`config.mk`:
```
export PLATFORM = sky130hd
export DESIGN_NAME = load_store_unit
export DESIGN_NICKNAME = d
export VERILOG_FILES = /design/src/rtl/lsu_pkg.sv /design/src/rtl/lsu_addr_gen.sv /design/src/rtl/load_store_unit.sv
export SDC_FILE = /design/constraint.sdc
export NUM_CORES = 1
export LEC_CHECK = 0
export ABC_CLOCK_PERIOD_IN_PS = 5600
export CAP_MARGIN = 40
export CORE_MARGIN = 2
export CORE_UTILIZATION = 40
export CTS_CLUSTER_DIAMETER = 150
export DETAILED_ROUTE_END_ITERATION = 8
export GPL_TIMING_DRIVEN = 1
export MAX_ROUTING_LAYER = met4
export PLACE_DENSITY = 0.7
export SYNTH_ARGS = -nofsm -noshare
export SYNTH_HDL_FRONTEND = slang
export SYNTH_HIERARCHICAL = 1
export SYNTH_SLANG_ARGS = --single-unit
```
`constraint.sdc`:
```
create_clock -name clk -period 5.6 [get_ports clk]
set_input_delay 0.84 -clock clk [delete_from_list [all_inputs] [get_ports clk]]
set_output_delay 0.84 -clock clk [all_outputs]
set_load 0.02 [all_outputs]
```
`src/rtl/lsu_pkg.sv`:
```
// Shared definitions for the load/store unit: FSM encoding and memory geometry.
package lsu_pkg;

   // Default data memory size in bytes and the width of one memory word.
   localparam int unsigned MEM_BYTES_DEFAULT = 1024;
   localparam int unsigned WORD_BYTES        = 4;
   localparam int unsigned ALIGN_BITS        = $clog2(WORD_BYTES);

   // Two-bit state encodings, kept as named constants so other blocks can decode them.
   localparam logic [1:0] ST_IDLE_ENC   = 2'd0;
   localparam logic [1:0] ST_CALC_ENC   = 2'd1;
   localparam logic [1:0] ST_ACCESS_ENC = 2'd2;
   localparam logic [1:0] ST_DONE_ENC   = 2'd3;

   typedef enum logic [1:0] {
      IDLE   = ST_IDLE_ENC,
      CALC   = ST_CALC_ENC,
      ACCESS = ST_ACCESS_ENC,
      DONE   = ST_DONE_ENC
   } lsu_state_e;

endpackage

```
`src/rtl/lsu_addr_gen.sv`:
```
// Effective-address generator: base + sign-extended imm16, with alignment and range checks.
module lsu_addr_gen
   import lsu_pkg::*;
#(
   parameter int unsigned MEM_BYTES = MEM_BYTES_DEFAULT
) (
   input  logic [31:0] base_i,
   input  logic [15:0] imm16_i,
   output logic [31:0] ea_o,
   output logic        misaligned_o,
   output logic        out_of_range_o
);

   localparam logic [31:0] MEM_LIMIT = 32'(MEM_BYTES);

   // The add wraps modulo 2^32 by construction; wrap-around is a legal address, not a fault.
   assign ea_o           = base_i + {{16{imm16_i[15]}}, imm16_i};
   assign misaligned_o   = (ea_o[ALIGN_BITS-1:0] != '0);
   assign out_of_range_o = (ea_o >= MEM_LIMIT);

endmodule

```
`src/rtl/load_store_unit.sv`:
```
// Multi-cycle load/store initiator for a word-addressed data memory port.
// One request per transaction: IDLE -> CALC -> (ACCESS) -> DONE -> IDLE.
module load_store_unit
   import lsu_pkg::*;
#(
   parameter int unsigned MEM_BYTES = MEM_BYTES_DEFAULT
) (
   input  logic        clk,
   input  logic        rst_lsu,
   input  logic        lsu_req,
   output logic        lsu_ready,
   input  logic        lsu_is_store,
   input  logic [31:0] lsu_base,
   input  logic [15:0] lsu_imm16,
   input  logic [31:0] lsu_store_data,
   output logic        lsu_done,
   output logic [31:0] lsu_load_data,
   output logic        lsu_misaligned,
   output logic        lsu_out_of_range,
   output logic [31:0] dm_addr,
   output logic [31:0] dm_write_data,
   output logic        ctrl_dataMem_Write,
   output logic        ctrl_dataMem2reg,
   input  logic [31:0] dm_read_data
);

   lsu_state_e  state_q, state_d;
   logic        is_store_q, is_store_d;
   logic [31:0] base_q, base_d;
   logic [15:0] imm_q, imm_d;
   logic [31:0] store_data_q, store_data_d;
   logic [31:0] ea_q, ea_d;
   logic        mis_q, mis_d;
   logic        oor_q, oor_d;
   logic [31:0] load_data_q, load_data_d;

   logic [31:0] ea_calc;
   logic        mis_calc;
   logic        oor_calc;

   lsu_addr_gen #(
      .MEM_BYTES (MEM_BYTES)
   ) u_addr_gen (
      .base_i         (base_q),
      .imm16_i        (imm_q),
      .ea_o           (ea_calc),
      .misaligned_o   (mis_calc),
      .out_of_range_o (oor_calc)
   );

   // State and datapath registers; reset aborts any transaction immediately.
   // NOTE: non-blocking assignments here so every register samples pre-edge values, whatever the statement order.
   always_ff @(posedge clk or posedge rst_lsu) begin
      if (rst_lsu) begin
         state_q      <= IDLE;
         is_store_q   <= 1'b0;
         base_q       <= '0;
         imm_q        <= '0;
         store_data_q <= '0;
         ea_q         <= '0;
         mis_q        <= 1'b0;
         oor_q        <= 1'b0;
         load_data_q  <= '0;
      end else begin
         state_q      <= state_d;
         is_store_q   <= is_store_d;
         base_q       <= base_d;
         imm_q        <= imm_d;
         store_data_q <= store_data_d;
         ea_q         <= ea_d;
         mis_q        <= mis_d;
         oor_q        <= oor_d;
         load_data_q  <= load_data_d;
      end
   end

   // Next-state logic and output decode; strobes depend only on registered state and data.
   // NOTE: every signal gets a default first so no path leaves one unassigned and infers a latch.
   always_comb begin
      state_d            = state_q;
      is_store_d         = is_store_q;
      base_d             = base_q;
      imm_d              = imm_q;
      store_data_d       = store_data_q;
      ea_d               = ea_q;
      mis_d              = mis_q;
      oor_d              = oor_q;
      load_data_d        = load_data_q;

      lsu_ready          = 1'b0;
      lsu_done           = 1'b0;
      lsu_misaligned     = 1'b0;
      lsu_out_of_range   = 1'b0;
      dm_addr            = '0;
      dm_write_data      = '0;
      ctrl_dataMem_Write = 1'b0;
      ctrl_dataMem2reg   = 1'b0;

      unique case (state_q)
         IDLE: begin
            lsu_ready = 1'b1;
            if (lsu_req) begin
               is_store_d   = lsu_is_store;
               base_d       = lsu_base;
               imm_d        = lsu_imm16;
               store_data_d = lsu_store_data;
               state_d      = CALC;
            end
         end
         CALC: begin
            ea_d    = ea_calc;
            mis_d   = mis_calc;
            oor_d   = oor_calc;
            // A faulted access never reaches the memory port.
            state_d = (mis_calc || oor_calc) ? DONE : ACCESS;
         end
         ACCESS: begin
            dm_addr = ea_q;
            if (is_store_q) begin
               ctrl_dataMem_Write = 1'b1;
               dm_write_data      = store_data_q;
            end else begin
               ctrl_dataMem2reg = 1'b1;
               load_data_d      = dm_read_data;
            end
            state_d = DONE;
         end
         DONE: begin
            lsu_done         = 1'b1;
            lsu_misaligned   = mis_q;
            lsu_out_of_range = oor_q;
            state_d          = IDLE;
         end
         default: state_d = IDLE;
      endcase
   end

   assign lsu_load_data = load_data_q;

endmodule

```
==> qor.txt, run 1 <==
Gp weighted congestion -> 0.8596
CP Class -> register to register
Worst slew margin -> 0.4628
Syn nets -> 852
Vias per std cell -> 5.129
CP max FO -> 4
Syn. warnings -> 6
Flop-to-flop setup slack -> 1830 ps
Antenna Nets Post-Route -> 0
Syn Std Cell Area -> 8280 µm²
Hold Buf Count CTS -> 0
Hold crit path type -> register to register
RSZ-0062 raised after global routing -> no
Post-placement worst setup slack -> 1863 ps
Post-synth top area cell -> dfrtp_1
Final WL -> 21.41 mm
Largest net degree at the start of global routing -> 60
N_diodes -> 0
Clock buffer count from CTS -> 17
Top cells by area, synth -> dfrtp_1, mux2_2, ha_1
TNS Setup -> 0 ps
First-pass GRT wire length -> 34.19 mm
Fraction of layout cells with a size suffix above 1 -> 0.2104
Fin area -> 11250 µm²
Worst Setup SP -> base_q[0]
Post-CTS Resized -> 0
Clock-pin slew on the worst setup and hold paths -> 70 ps
CTS tree -> yes
Combinational power share -> 0.608
Finish-stage setup viols -> 0
Final period utilization -> 0.6729
Cell variety after synth -> 66
Switching Share -> 0.4191
Placeable Area -> 20300 µm²
Synth-to-Final Area Change -> 35.89%
Drt first pass iters -> 5
H-tree Lvls -> 4
Buf+Inv Stages, Crit Path -> 1
CP required -> 5900 ps
Post-Synthesis Cells -> 700
Crit path to -> state_q[0]
Die Wd -> 147.9 µm
CP max stage cell -> a211oi_1
Worst hold margin -> 494.8 ps
Synth cell count leaders -> dfrtp_1, mux2_2, and2_1
DR WL/cell -> 17.96 µm
Die ar. -> 21870 µm²
FMAX -> 265.4 MHz
Number of global-route vias before repair -> 6275
Sequential power share -> 0.242
Sink Count -> 149
DP Area -> 10630 µm²
DRT iter0 DRCs -> 502
Worst setup EP type -> register
DR vias -> 6114
Synth Area per Inst -> 11.83 µm²
Max-cap violations -> 0
Fin. Hold Viols -> 0
Dpl hpwl -> 15.60 mm
CTS Buffer Depth -> 2
#FFs+latches synth -> 149
Nets -> 1061
PD cells -> 726.4 nW/µm²
Leak -> 0.004800 µW
Psw -> 3425 µW
Hold Path Origin -> store_data_q[12]
Largest stage delay, worst path -> 560 ps
Most frequent cell after synthesis -> dfrtp_1
Die height -> 147.9 µm
Post-synth ARST share -> 1.000
Antenna violations before repair -> 0
Aggregate global routing overflow -> 0
I/O pins -> 218
Final min period -> 3768 ps
Slew Viols, Final -> 0
Crit-path cells -> ha_1 -> inv_1 -> fa_1 -> nor2b_1 -> o2111ai_2 -> a211oi_1 -> nor3_1 -> xnor2_1 -> or3_1 -> nor4_1 -> and4b_1 -> nand4b_1 -> o21ai_0 -> a22oi_1
Worst path top cell family by delay -> simple AND/OR/NAND/NOR gates
Internal power -> 4748 µW
PortBufs -> 217
RR Endpoint -> state_q[0]
Total Power -> 8173 µW
Hold Path Depth -> 1
Worst skew pair latency -> 430 ps
R2r startpoint -> base_q[0]
EDFF count, synth -> 0
DRC viols -> 0
Arrival time worst endpoint -> 4070 ps
CP Launch Type -> register
Cells on worst reg2reg path -> 14
Worst setup margin -> 1832 ps
Max rail drop VDD -> 0.3067 mV
Clock power share -> 0.150
Rows -> 52
Slew @ Worst Pin -> 795.8 ps
Post-synthesis sequential area ratio -> 0.4503
Crit. path cell count -> 14
Dominant synthesized flop cell -> dfrtp_1
GR Util All Layers -> 0.2049
Outcome -> completed
Area fraction of the dominant cell type after synthesis -> 0.4503
Post-CTS Setup Bufs -> 0
Initial Util -> 0.4079
CTS Root Cell -> clkbuf_16
Worst Skew -> 11.86 ps
[layout make-up]
class,instances,area [µm²]
Clock buffer,18,439.2
Clock inverter,14,187.7
Fill cell,1780,9047
Inverter,20,80.08
Multi-Input combinational cell,497,4234
Sequential cell,149,3729
Tap cell,270,337.8
Timing Repair Buffer,224,2245
[through the flow]
step,utilization,cells
finish,0.5543,1192
global route,0.5543,1192
CTS,0.5543,1192
detailed placement,0.5234,1160
global placement,0.5217,1158
floorplan,-,700
[routing by layer]
metal	track usage	wire length, µm
met1	0.2809	9983
met2	0.3060	10120
met3	0.04228	859
met4	0.06571	439
met5	-	0
[registers in the layout, indices dropped and copies added (netlist names)]
name,count
ea_q,32
store_data_q,32
is_store_q,1
imm_q,16
lsu_load_data,32
mis_q,1
base_q,32
oor_q,1
state_q,2
[placed cells by master, fill, tap and decap left out, types with 8 or more instances in the layout]
master,netlist,final
xnor2_1,19,19
nor3_1,13,13
o21ai_0,16,16
dfrtp_1,149,149
and2_1,39,39
xor2_1,11,11
inv_1,20,19
nand3_1,8,8
nand2_1,26,26
nand4_1,8,8
nor2_1,32,32
mux2_1,11,11
and3_1,31,31
clkdlybuf4s50_1,0,217
ha_1,35,34
a21oi_1,26,26
mux2_2,108,108
clkbuf_16,0,17
mux2_4,29,29
[logic make-up (layout without fill, tap and decap cells)]
kind of cell               count (synthesis)  count (layout)  synth area share
AOI/OAI and AO/OA                        105             105           0.09157
DFF                                      149             149            0.4503
buffers and inverters                     54             276           0.03929
adders and majority gates                 36              36           0.05530
muxes                                    150             150            0.2168
and+or+nand+nor                          176             176            0.1150
xor gates and xnor gates                  30              30           0.03173
[worst min-delay path by stage]
stage                     slack, ps                to
final                           490  store_data_q[12]
after global routing            500   store_data_q[6]
after CTS                       500   store_data_q[6]
after detailed placement        480   store_data_q[2]
after global placement          480  store_data_q[17]
after floorplan                 470          imm_q[2]
[power groups by stage]
stage          combinational [µW]  clock, µW  sequential (µW)
2_1_floorplan                3460          0             2030
3_3_place_gp                 4860          0             1990
3_5_place_dp                 4920          0             1990
4_1_cts                      4960       1260             1980
5_1_grt                      5420       1310             2050
6_report                     4970       1230             1980
Power figures use the tool's default switching activity.
==> run 2: changes to the inputs <==
Settings changed: ABC_CLOCK_PERIOD_IN_PS 5600 to 3500.
Clock period 5.6 ns to 3.5 ns, I/O delays scaled along.
==> qor.txt, run 2 (synthesis results as in run 1) <==
CP Launch Type -> register
Util after Layout -> 0.5639
Worst slew margin -> 0.4330
Gp weighted congestion -> 0.9020
TNS Setup -> 0 ps
Combinational power share -> 0.625
Worst Skew -> 12.12 ps
Final min period -> 3299 ps
Largest stage delay, worst path -> 450 ps
I/O pins -> 218
Most common cell after layout, fill and taps aside -> clkdlybuf4s50_1
Worst setup EP type -> register
Fin area -> 11450 µm²
Rows -> 52
CP Class -> register to register
DR WL/cell -> 17.99 µm
Clock-pin slew on the worst setup and hold paths -> 70 ps
Die height -> 147.9 µm
PD cells -> 1160 nW/µm²
Psw -> 5620 µW
Crit-path cells -> ha_1 -> a21oi_2 -> o211ai_4 -> a2111oi_4 -> a311oi_2 -> o41a_1 -> a221oi_2 -> xnor2_1 -> nor3_1 -> nand4b_1 -> mux2_2
Vias per std cell -> 5.177
DRT iter0 DRCs -> 467
Sink Count -> 149
Max-cap violations -> 0
RSZ-0062 raised after global routing -> no
First-pass GRT wire length -> 34.32 mm
Die Wd -> 147.9 µm
H-tree Lvls -> 4
Buf+Inv Stages, Crit Path -> 0
Leak -> 0.004886 µW
FF+latch area -> 3729 µm²
Antenna Nets Post-Route -> 0
Largest net degree at the start of global routing -> 64
Final WL -> 21.70 mm
FMAX -> 303.1 MHz
N_diodes -> 0
Synth-to-Final Area Change -> 38.24%
Aggregate global routing overflow -> 0
Final period utilization -> 0.9425
Worst path top cell family by delay -> compound AO/OA/AOI/OAI gates
DP Area -> 10800 µm²
Fillers -> 1749
Multi-input gate area -> 4292 µm²
Fraction of layout cells with a size suffix above 1 -> 0.2318
CP max FO -> 7
Max rail drop VDD -> 0.5468 mV
Worst skew pair latency -> 420 ps
M1 WL -> 10.06 mm
Finish-stage setup viols -> 0
Met3 routed WL -> 893 µm
Die ar. -> 21870 µm²
DR vias -> 6244
DRC viols -> 0
Initial Util -> 0.4079
Clock buffer count from CTS -> 17
Arrival time worst endpoint -> 3610 ps
Slew Viols, Final -> 0
Switching Share -> 0.4231
Dpl hpwl -> 15.93 mm
Highest routed layer -> met4
Placeable Area -> 20300 µm²
Met2 WL -> 10.58 mm
Sequential power share -> 0.236
Internal power -> 7663 µW
Drt first pass iters -> 5
PortBufs -> 217
CTS Buffer Depth -> 2
CTS tree -> yes
Hold Buf Count CTS -> 0
CP max stage cell -> dfrtp_1
Fin. Hold Viols -> 0
Number of global-route vias before repair -> 6267
CP required -> 3810 ps
Clock power share -> 0.139
Outcome -> completed
Slew @ Worst Pin -> 848.7 ps
Hold crit path type -> register to register
GR Util All Layers -> 0.2039
Most frequent cells in the layout -> clkdlybuf4s50_1, dfrtp_1, mux2_2
Antenna violations before repair -> 0
Nets -> 1075
CTS Root Cell -> clkbuf_16
run 2: cell count changes in the layout (fill, tap and decap cells not counted), moves of 2 or more:
| cell | delta |
|---|---|
| bufinv_16 | -2 |
| buf_16 | +2 |
| inv_8 | -2 |
| buf_12 | +3 |
| clkinv_4 | +2 |
| ha_2 | +2 |
| ha_1 | -2 |
| buf_4 | +10 |
run 2: power by group through the flow:
stage / combinational (µW) / sequential [µW] / clock [µW]
CTS: 8160 / 3150 / 1890
detailed placement: 8100 / 3170 / 0
finish: 8300 / 3140 / 1840
global placement: 7980 / 3180 / 0
global route: 8990 / 3260 / 1960
floorplan: 5530 / 3250 / 0
run 2: final timing paths:
check,to,from,slack [ps],cells after the start
max in group asynchronous,store_data_q[7],rst_lsu,2180,3
max,oor_q,imm_q[15],200,11
max reg2reg,oor_q,imm_q[15],200,11
min reg2reg,store_data_q[11],store_data_q[11],500,1
min,store_data_q[11],store_data_q[11],500,1
min in group asynchronous,store_data_q[2],rst_lsu,620,2
run 2: per-layer routing:
layer  GRT usage  vias up
met5           -        -
met4     0.04238        0
met3     0.03827        9
met2      0.3179      163
met1      0.2801     3100
li1            -     2972
run 2: worst register-to-register path, cell delays in order, from the launching register on:
cell	delay, ps
dfrtp_1	450
ha_1	410
a21oi_2	270
o211ai_4	140
a2111oi_4	350
a311oi_2	160
o41a_1	380
a221oi_2	280
xnor2_1	120
nor3_1	190
nand4b_1	160
mux2_2	280
run 2: stage by stage:
step           total power [µW]  cells  hold WS [ps]  worst slack, ps
6_report                  13280   1206         497.8            201.3
5_1_grt                   14210   1206         509.3            12.18
4_1_cts                   13200   1206         499.5            68.51
3_5_place_dp              11260   1174         484.4            69.13
3_3_place_gp              11160   1172         478.0            167.3
2_1_floorplan              8786    700         468.4            303.7
run 2: area by class of cell:
type                       instances  area share
clock inverter                    13     0.01202
timing repair buffer             238      0.2114
tap                              270     0.02951
multi-input combinational        497      0.3749
sequential                       149      0.3257
inverter                          20    0.006886
clock buffer                      19     0.03957
run 2: what timing repair did:
item                                    in CTS  in global routing
endpoints found under the setup margin       0                  2
gates resized for setup                      0                 13
buffers inserted                             0                  0
endpoints found under the hold margin        0                  0
